$ cat src/rtl/servo_ramp_ctrl_if.sv
// Command channel between host/register logic and one servo ramp controller.
// The host drives valid/pos/step; the controller answers with ready.
interface servo_ramp_ctrl_if;
    logic        cmd_valid;
    logic        cmd_ready;
    logic [15:0] cmd_pos;
    logic [15:0] cmd_step;

    modport master (
        output cmd_valid,
        output cmd_pos,
        output cmd_step,
        input  cmd_ready
    );

    modport slave (
        input  cmd_valid,
        input  cmd_pos,
        input  cmd_step,
        output cmd_ready
    );
endinterface

$ cat src/rtl/servo_ramp_ctrl.sv
// Slew-limited servo position sequencer: steps set_pwm toward a commanded target once per frame.
// Optional macro SERVO_RAMP_CLAMP_EN clamps incoming targets to [POS_MIN, POS_MAX].
module servo_ramp_ctrl #(
    parameter logic [15:0] RESET_POS     = 16'h0001,
    parameter logic [15:0] POS_MIN       = 16'h0001,
    parameter logic [15:0] POS_MAX       = 16'hFFFF,
    parameter logic [7:0]  SETTLE_FRAMES = 8'd4
) (
    input  logic                  clk,
    input  logic                  resetb,
    input  logic                  frame_tick,
    servo_ramp_ctrl_if.slave      cmd,
    output logic [15:0]           set_pwm,
    output logic                  busy,
    output logic                  done
);

    typedef enum logic [1:0] {
        IDLE   = 2'd0,
        RAMP   = 2'd1,
        SETTLE = 2'd2
    } state_t;

`ifdef SERVO_RAMP_CLAMP_EN
    localparam bit CLAMP_ON = 1'b1;
`else
    localparam bit CLAMP_ON = 1'b0;
`endif

    state_t      state_q, state_d;
    logic [15:0] set_pwm_q, set_pwm_d;
    logic [15:0] target_q, target_d;
    logic [15:0] step_q, step_d;
    logic [7:0]  settle_cnt_q, settle_cnt_d;
    logic        done_q, done_d;
    logic        busy_q, busy_d;

    logic        accept;
    logic [15:0] load_pos;
    logic        ramp_up;
    logic [16:0] diff_mag;
    logic [7:0]  settle_inc;

    function automatic logic [15:0] clamp_pos(input logic [15:0] p);
        if (p < POS_MIN) begin
            return POS_MIN;
        end
        if (p > POS_MAX) begin
            return POS_MAX;
        end
        return p;
    endfunction

    // Commands are held off while settling so the final value stays put for the whole period.
    assign cmd.cmd_ready = (state_q != SETTLE);
    assign accept        = cmd.cmd_valid & cmd.cmd_ready;
    assign load_pos      = CLAMP_ON ? clamp_pos(cmd.cmd_pos) : cmd.cmd_pos;

    // Distance is taken at 17 bits so neither direction can wrap.
    assign ramp_up    = (target_q > set_pwm_q);
    assign diff_mag   = ramp_up ? ({1'b0, target_q} - {1'b0, set_pwm_q})
                                : ({1'b0, set_pwm_q} - {1'b0, target_q});
    assign settle_inc = settle_cnt_q + 8'd1;

    always_comb begin
        state_d      = state_q;
        set_pwm_d    = set_pwm_q;
        target_d     = target_q;
        step_d       = step_q;
        settle_cnt_d = settle_cnt_q;
        done_d       = 1'b0;

        unique case (state_q)
            IDLE: begin
                if (accept) begin
                    target_d = load_pos;
                    step_d   = cmd.cmd_step;
                    state_d  = RAMP;
                end
            end

            RAMP: begin
                if (frame_tick) begin
                    if ((step_q == 16'd0) || (diff_mag <= {1'b0, step_q})) begin
                        set_pwm_d = target_q;
                        if (SETTLE_FRAMES == 8'd0) begin
                            state_d = IDLE;
                            done_d  = 1'b1;
                        end else begin
                            state_d      = SETTLE;
                            settle_cnt_d = 8'd0;
                        end
                    end else if (ramp_up) begin
                        set_pwm_d = set_pwm_q + step_q;
                    end else begin
                        set_pwm_d = set_pwm_q - step_q;
                    end
                end
                // A retarget on a tick edge lets the tick use the old target; the new one takes over after.
                if (accept) begin
                    target_d = load_pos;
                    step_d   = cmd.cmd_step;
                    state_d  = RAMP;
                    done_d   = 1'b0;
                end
            end

            SETTLE: begin
                if (frame_tick) begin
                    if (settle_inc == SETTLE_FRAMES) begin
                        state_d = IDLE;
                        done_d  = 1'b1;
                    end else begin
                        settle_cnt_d = settle_inc;
                    end
                end
            end

            default: begin
                state_d = IDLE;
            end
        endcase

        busy_d = (state_d != IDLE);
    end

    always_ff @(posedge clk or negedge resetb) begin
        if (!resetb) begin
            state_q      <= IDLE;
            set_pwm_q    <= RESET_POS;
            target_q     <= RESET_POS;
            step_q       <= 16'd0;
            settle_cnt_q <= 8'd0;
            done_q       <= 1'b0;
            busy_q       <= 1'b0;
        end else begin
            state_q      <= state_d;
            set_pwm_q    <= set_pwm_d;
            target_q     <= target_d;
            step_q       <= step_d;
            settle_cnt_q <= settle_cnt_d;
            done_q       <= done_d;
            busy_q       <= busy_d;
        end
    end

    assign set_pwm = set_pwm_q;
    assign busy    = busy_q;
    assign done    = done_q;

endmodule
$ cat src/flat_wrapper.sv
// flat-port wrapper written by rule: the top's interface ports become plain ports
module servo_ramp_ctrl_flat 
#(
    parameter logic [15:0] RESET_POS     = 16'h0001,
    parameter logic [15:0] POS_MIN       = 16'h0001,
    parameter logic [15:0] POS_MAX       = 16'hFFFF,
    parameter logic [7:0]  SETTLE_FRAMES = 8'd4
)
  (clk, resetb, frame_tick, set_pwm, busy, done, cmd_cmd_valid, cmd_cmd_pos, cmd_cmd_step, cmd_cmd_ready);
  servo_ramp_ctrl_if cmd_i ();
  input  logic clk;
  input  logic resetb;
  input  logic frame_tick;
  output logic [15:0] set_pwm;
  output logic busy;
  output logic done;
  input wire logic [$bits(cmd_i.cmd_valid)-1:0] cmd_cmd_valid;
  input wire logic [$bits(cmd_i.cmd_pos)-1:0] cmd_cmd_pos;
  input wire logic [$bits(cmd_i.cmd_step)-1:0] cmd_cmd_step;
  output wire logic [$bits(cmd_i.cmd_ready)-1:0] cmd_cmd_ready;
  assign cmd_i.cmd_valid = cmd_cmd_valid;
  assign cmd_i.cmd_pos = cmd_cmd_pos;
  assign cmd_i.cmd_step = cmd_cmd_step;
  assign cmd_cmd_ready = cmd_i.cmd_ready;
  servo_ramp_ctrl #(.RESET_POS(RESET_POS), .POS_MIN(POS_MIN), .POS_MAX(POS_MAX), .SETTLE_FRAMES(SETTLE_FRAMES)) u_core (.clk(clk), .resetb(resetb), .frame_tick(frame_tick), .cmd(cmd_i), .set_pwm(set_pwm), .busy(busy), .done(done));
endmodule
$ cat config.mk
export PLATFORM = sky130hd
export DESIGN_NAME = servo_ramp_ctrl_flat
export DESIGN_NICKNAME = d
export VERILOG_FILES = /design/src/rtl/servo_ramp_ctrl_if.sv /design/src/rtl/servo_ramp_ctrl.sv /design/src/flat_wrapper.sv
export SDC_FILE = /design/constraint.sdc
export NUM_CORES = 1
export LEC_CHECK = 0
export ABC_AREA = 1
export CAP_MARGIN = 10
export CORE_MARGIN = 5
export CORE_UTILIZATION = 51
export CTS_CLUSTER_SIZE = 16
export DETAILED_ROUTE_END_ITERATION = 10
export PLACE_DENSITY = 0.79
export SLEW_MARGIN = 20
export SYNTH_ARGS = -nofsm -noshare
export SYNTH_HDL_FRONTEND = slang
export SYNTH_SLANG_ARGS = --single-unit
$ cat constraint.sdc
create_clock -name clk -period 4.2 [get_ports clk]
set_input_delay 1.26 -clock clk [delete_from_list [all_inputs] [get_ports clk]]
set_output_delay 1.26 -clock clk [all_outputs]
set_load 0.05 [all_outputs]
==> impl_results.md <==
- Netlist area before placement: between 0.005 and 0.006 sq mm
- Chip Width: 118 um
- Count of antenna diodes in the layout: 0
- Synthesis-stage register bit count: 60
- Synth-to-layout area growth: 22.2%
- Warnings from Yosys: 0
- Max Root-Sink Buffers: 2
- Launching point of the worst reg2reg path: u_core.target_q[0]
- Post-synthesis compound-gate area fraction: 12.7%
- Post-DP HPWL: 13,400 um
- Adder-cell share of the synthesized area: 14.6%
- XOR/XNOR Fraction of Synth Area: 6.89%
- Tmin final: 3.97 ns
- Cell accounting for the most synthesized area: sky130_fd_sc_hd__dfrtp_1
- Top-count cell post-synth: sky130_fd_sc_hd__nand2_1
- Post-Syn Nets: roughly 940
- # nets final: around 1,000
- Critical Path RT: 4.42 ns
- Final WL: 17,800 um
- Worst hold slack after final layout: 0.503 ns
- Hold violation count in the final report: 0
- Average detailed-routed wire length per instance: 16.6 um
- Final Slew Violations: 0
- Clock latency of the later-clocked register in the worst-skew pair: 0.35 ns
- Cts hold-fix bufs: 0
- Num CTS Buffers: 9
- Largest net degree at the start of global routing: 43
- FMAX: around 250 MHz
- Total via count after detailed routing: 5,784
- Distinct cell type count of the synthesized netlist: 50
- Number of global-route vias before repair: 5,584
- Clock slew at the register clock pins of the worst setup and hold paths: 0.06 ns
- Worst endpoint data arrival time: 4.19 ns
- Combinational family with the most area after synthesis: simple AND/OR/NAND/NOR gates
- Height of the chip: 118 um
- Depth of the most critical reg-to-reg path: 26
- Kind of launch point of the worst setup path: register
- H-tree depth: 3
- Area fraction in and, or, nand and nor cells after synthesis: between 20% and 30%
- Cell types with the highest counts after synthesis: 193 x sky130_fd_sc_hd__nand2_1, 137 x sky130_fd_sc_hd__inv_1, 78 x sky130_fd_sc_hd__a21oi_1, 65 x sky130_fd_sc_hd__ha_1, 65 x sky130_fd_sc_hd__nor2_1
- R2R Setup Slk: 0.23 ns
- Placement Rows: 39
- Mux cell area share after synthesis: 0.838%
- Die Footprint: 0.0140 sq mm
- Total overflow reported by the global router: 0
- Number of enable-type register cells in the synthesized netlist: 0
- HP Start: u_core.settle_cnt_q[7]
- Maximum fanout count along the critical path: 8
- Area share of the largest cell type after synthesis: 24.3%
- Outcome: completed
- Dominant synthesized flop cell: sky130_fd_sc_hd__dfrtp_1
- Slowest stage cell on the critical path: sky130_fd_sc_hd__dfstp_2
- Number of maximum-capacitance constraint violations: 0
- Critical Path Max Stage Delay: 0.53 ns
- Finish-stage setup viols: 0
- Number of top-level pins: 55
- Antenna violations before repair: 0
- Drt pass-1 iters: 5
- Fraction of synthesis flops using an asynchronous set or reset pin: 100%
- Worst-margin pin slew: 0.782 ns
- Cells after Synth: 834
- Placer's final routability congestion estimate: ~1
- Destination of the worst hold path: u_core.settle_cnt_q[7]
- Period utilization: 94.4%
- Post-DR vias/cell: between 5 and 6
- Number of design-rule violations left by the first detailed-router iteration: 494
- Proportion of layout cells with a drive suffix above 1: 13.3%
- Most repeated library cell on the critical path: sky130_fd_sc_hd__nand2_1
- Cell at the root of the clock tree: sky130_fd_sc_hd__clkbuf_16
- First-pass GRT wire length: 28,100 um
- Post-route ant nets: 0
- DRC errors left: 0
- CTS tree: yes
- Kind of end point of the critical path: register
- Post-synthesis average cell area: 7.17 sq um
- Quantity of I/O buffers inserted on ports: 54
- Initial cell density of the core: 52.1%
- Hold WC Path Type: register to register
- Sink Count: 60
- Worst-case clock skew: 0.0105 ns
- Start-to-end type of the worst setup path: register to register
- Tot GR Track Use: 24.8%
- Capturing point of the worst reg2reg path: u_core.set_pwm[7]
- Core Util, Final: 63.7%
- Sequential share of the synthesized area: 25.2%
- Core outline area: 0.0115 sq mm
- Cell types occupying the most area after synthesis: sky130_fd_sc_hd__dfrtp_1 24%, sky130_fd_sc_hd__ha_1 14%, sky130_fd_sc_hd__nand2_1 12%, sky130_fd_sc_hd__inv_1 8.6%, sky130_fd_sc_hd__a21oi_1 6.5%
- Cell depth of the worst min-delay path: 2
- Headroom to the max-slew limit: a little under half
per-stage QoR:
| step | area (sq um) | setup WS [ns] | TNS [ns] | instances |
|---|---|---|---|---|
| 6_report | 7300 | 0.234 | 0 | 1067 |
| 5_1_grt | 7300 | -0.0487 | -0.319 | 1067 |
| 4_1_cts | 7080 | 0.0507 | 0 | 1050 |
| 3_5_place_dp | 6750 | 0.101 | 0 | 1034 |
| 3_3_place_gp | 6750 | 0.193 | 0 | 1034 |
| 2_1_floorplan | 5980 | 0.302 | 0 | 834 |
repair_timing:
| action | in CTS | in global routing |
|---|---|---|
| buffers inserted | 0 | 15 |
| resized for setup | 0 | 20 |
| setup endpoints to repair | 0 | 27 |
cells in the final DEF (no fill, tap or decap), types with 7 or more instances in the layout:
cell | Yosys | routed
sky130_fd_sc_hd__nand2_1 | 193 | 191
sky130_fd_sc_hd__inv_1 | 137 | 135
sky130_fd_sc_hd__a21oi_1 | 78 | 77
sky130_fd_sc_hd__nor2_1 | 65 | 64
sky130_fd_sc_hd__ha_1 | 65 | 61
sky130_fd_sc_hd__dfrtp_1 | 58 | 58
sky130_fd_sc_hd__clkdlybuf4s50_1 | 0 | 53
sky130_fd_sc_hd__xor2_1 | 39 | 39
sky130_fd_sc_hd__nand3_1 | 36 | 36
sky130_fd_sc_hd__buf_4 | 1 | 36
sky130_fd_sc_hd__nand3_2 | 23 | 22
sky130_fd_sc_hd__o21ai_0 | 16 | 14
sky130_fd_sc_hd__nand4_1 | 12 | 12
sky130_fd_sc_hd__nor3_1 | 11 | 10
sky130_fd_sc_hd__clkbuf_16 | 0 | 9
sky130_fd_sc_hd__xnor2_1 | 8 | 8
sky130_fd_sc_hd__nand2_2 | 6 | 7
cell type report:
type,count,area [sq um]
fill,953,4170
multi-input combinational,615,3920
sequential,60,1500
timing repair buffer,91,841
inverter,142,537
clock buffer,9,225
tap,143,179
clock inverter,7,98.8
critical path: cells and delay by family, from the launching register on:
kind	cells	cell delay [ns]
and+or+nand+nor	13	1.17
adders and majority gates	3	0.74
AOI/OAI and AO/OA	4	0.72
DFF	1	0.53
buffers and inverters	5	0.45
xor gates and xnor gates	1	0.24
cells by family after synthesis:
kind of cell	count (synthesis)
flops	60
xor+xnor	47
buf+inv	161
fa+ha+maj	68
simple gates	362
compound gates	131
mux	5
metal layers:
| layer | track usage, % | routed length, um | vias to the layer above |
|---|---|---|---|
| li1 | - | - | 2857 |
| met1 | 33.6 | 7460 | 2646 |
| met2 | 39.5 | 8180 | 247 |
| met3 | 6.97 | 1790 | 34 |
| met4 | 5.95 | 319 | 0 |
| met5 | 0 | 0 | - |
worst max-delay path by stage:
stage	depth (start not counted)	to	start	slack, ns
6_report	26	u_core.set_pwm[7]	u_core.target_q[0]	0.23
2_1_floorplan	35	u_core.set_pwm[2]	u_core.set_pwm[11]	0.30
4_1_cts	28	u_core.busy	u_core.set_pwm[12]	0.05
3_5_place_dp	28	u_core.busy	u_core.set_pwm[12]	0.10
3_3_place_gp	28	u_core.busy	u_core.target_q[9]	0.19
5_1_grt	29	u_core.set_pwm[6]	u_core.target_q[10]	-0.05
state kept, by name (all words and copies together), names as in the netlist:
signal	count
u_core.busy	1
u_core.set_pwm	16
u_core.state_q	2
u_core.settle_cnt_q	8
u_core.done	1
u_core.target_q	16
u_core.step_q	16
Power is not shown: default switching activity piles up to over one toggle a cycle in this logic, so the estimate is an artifact.
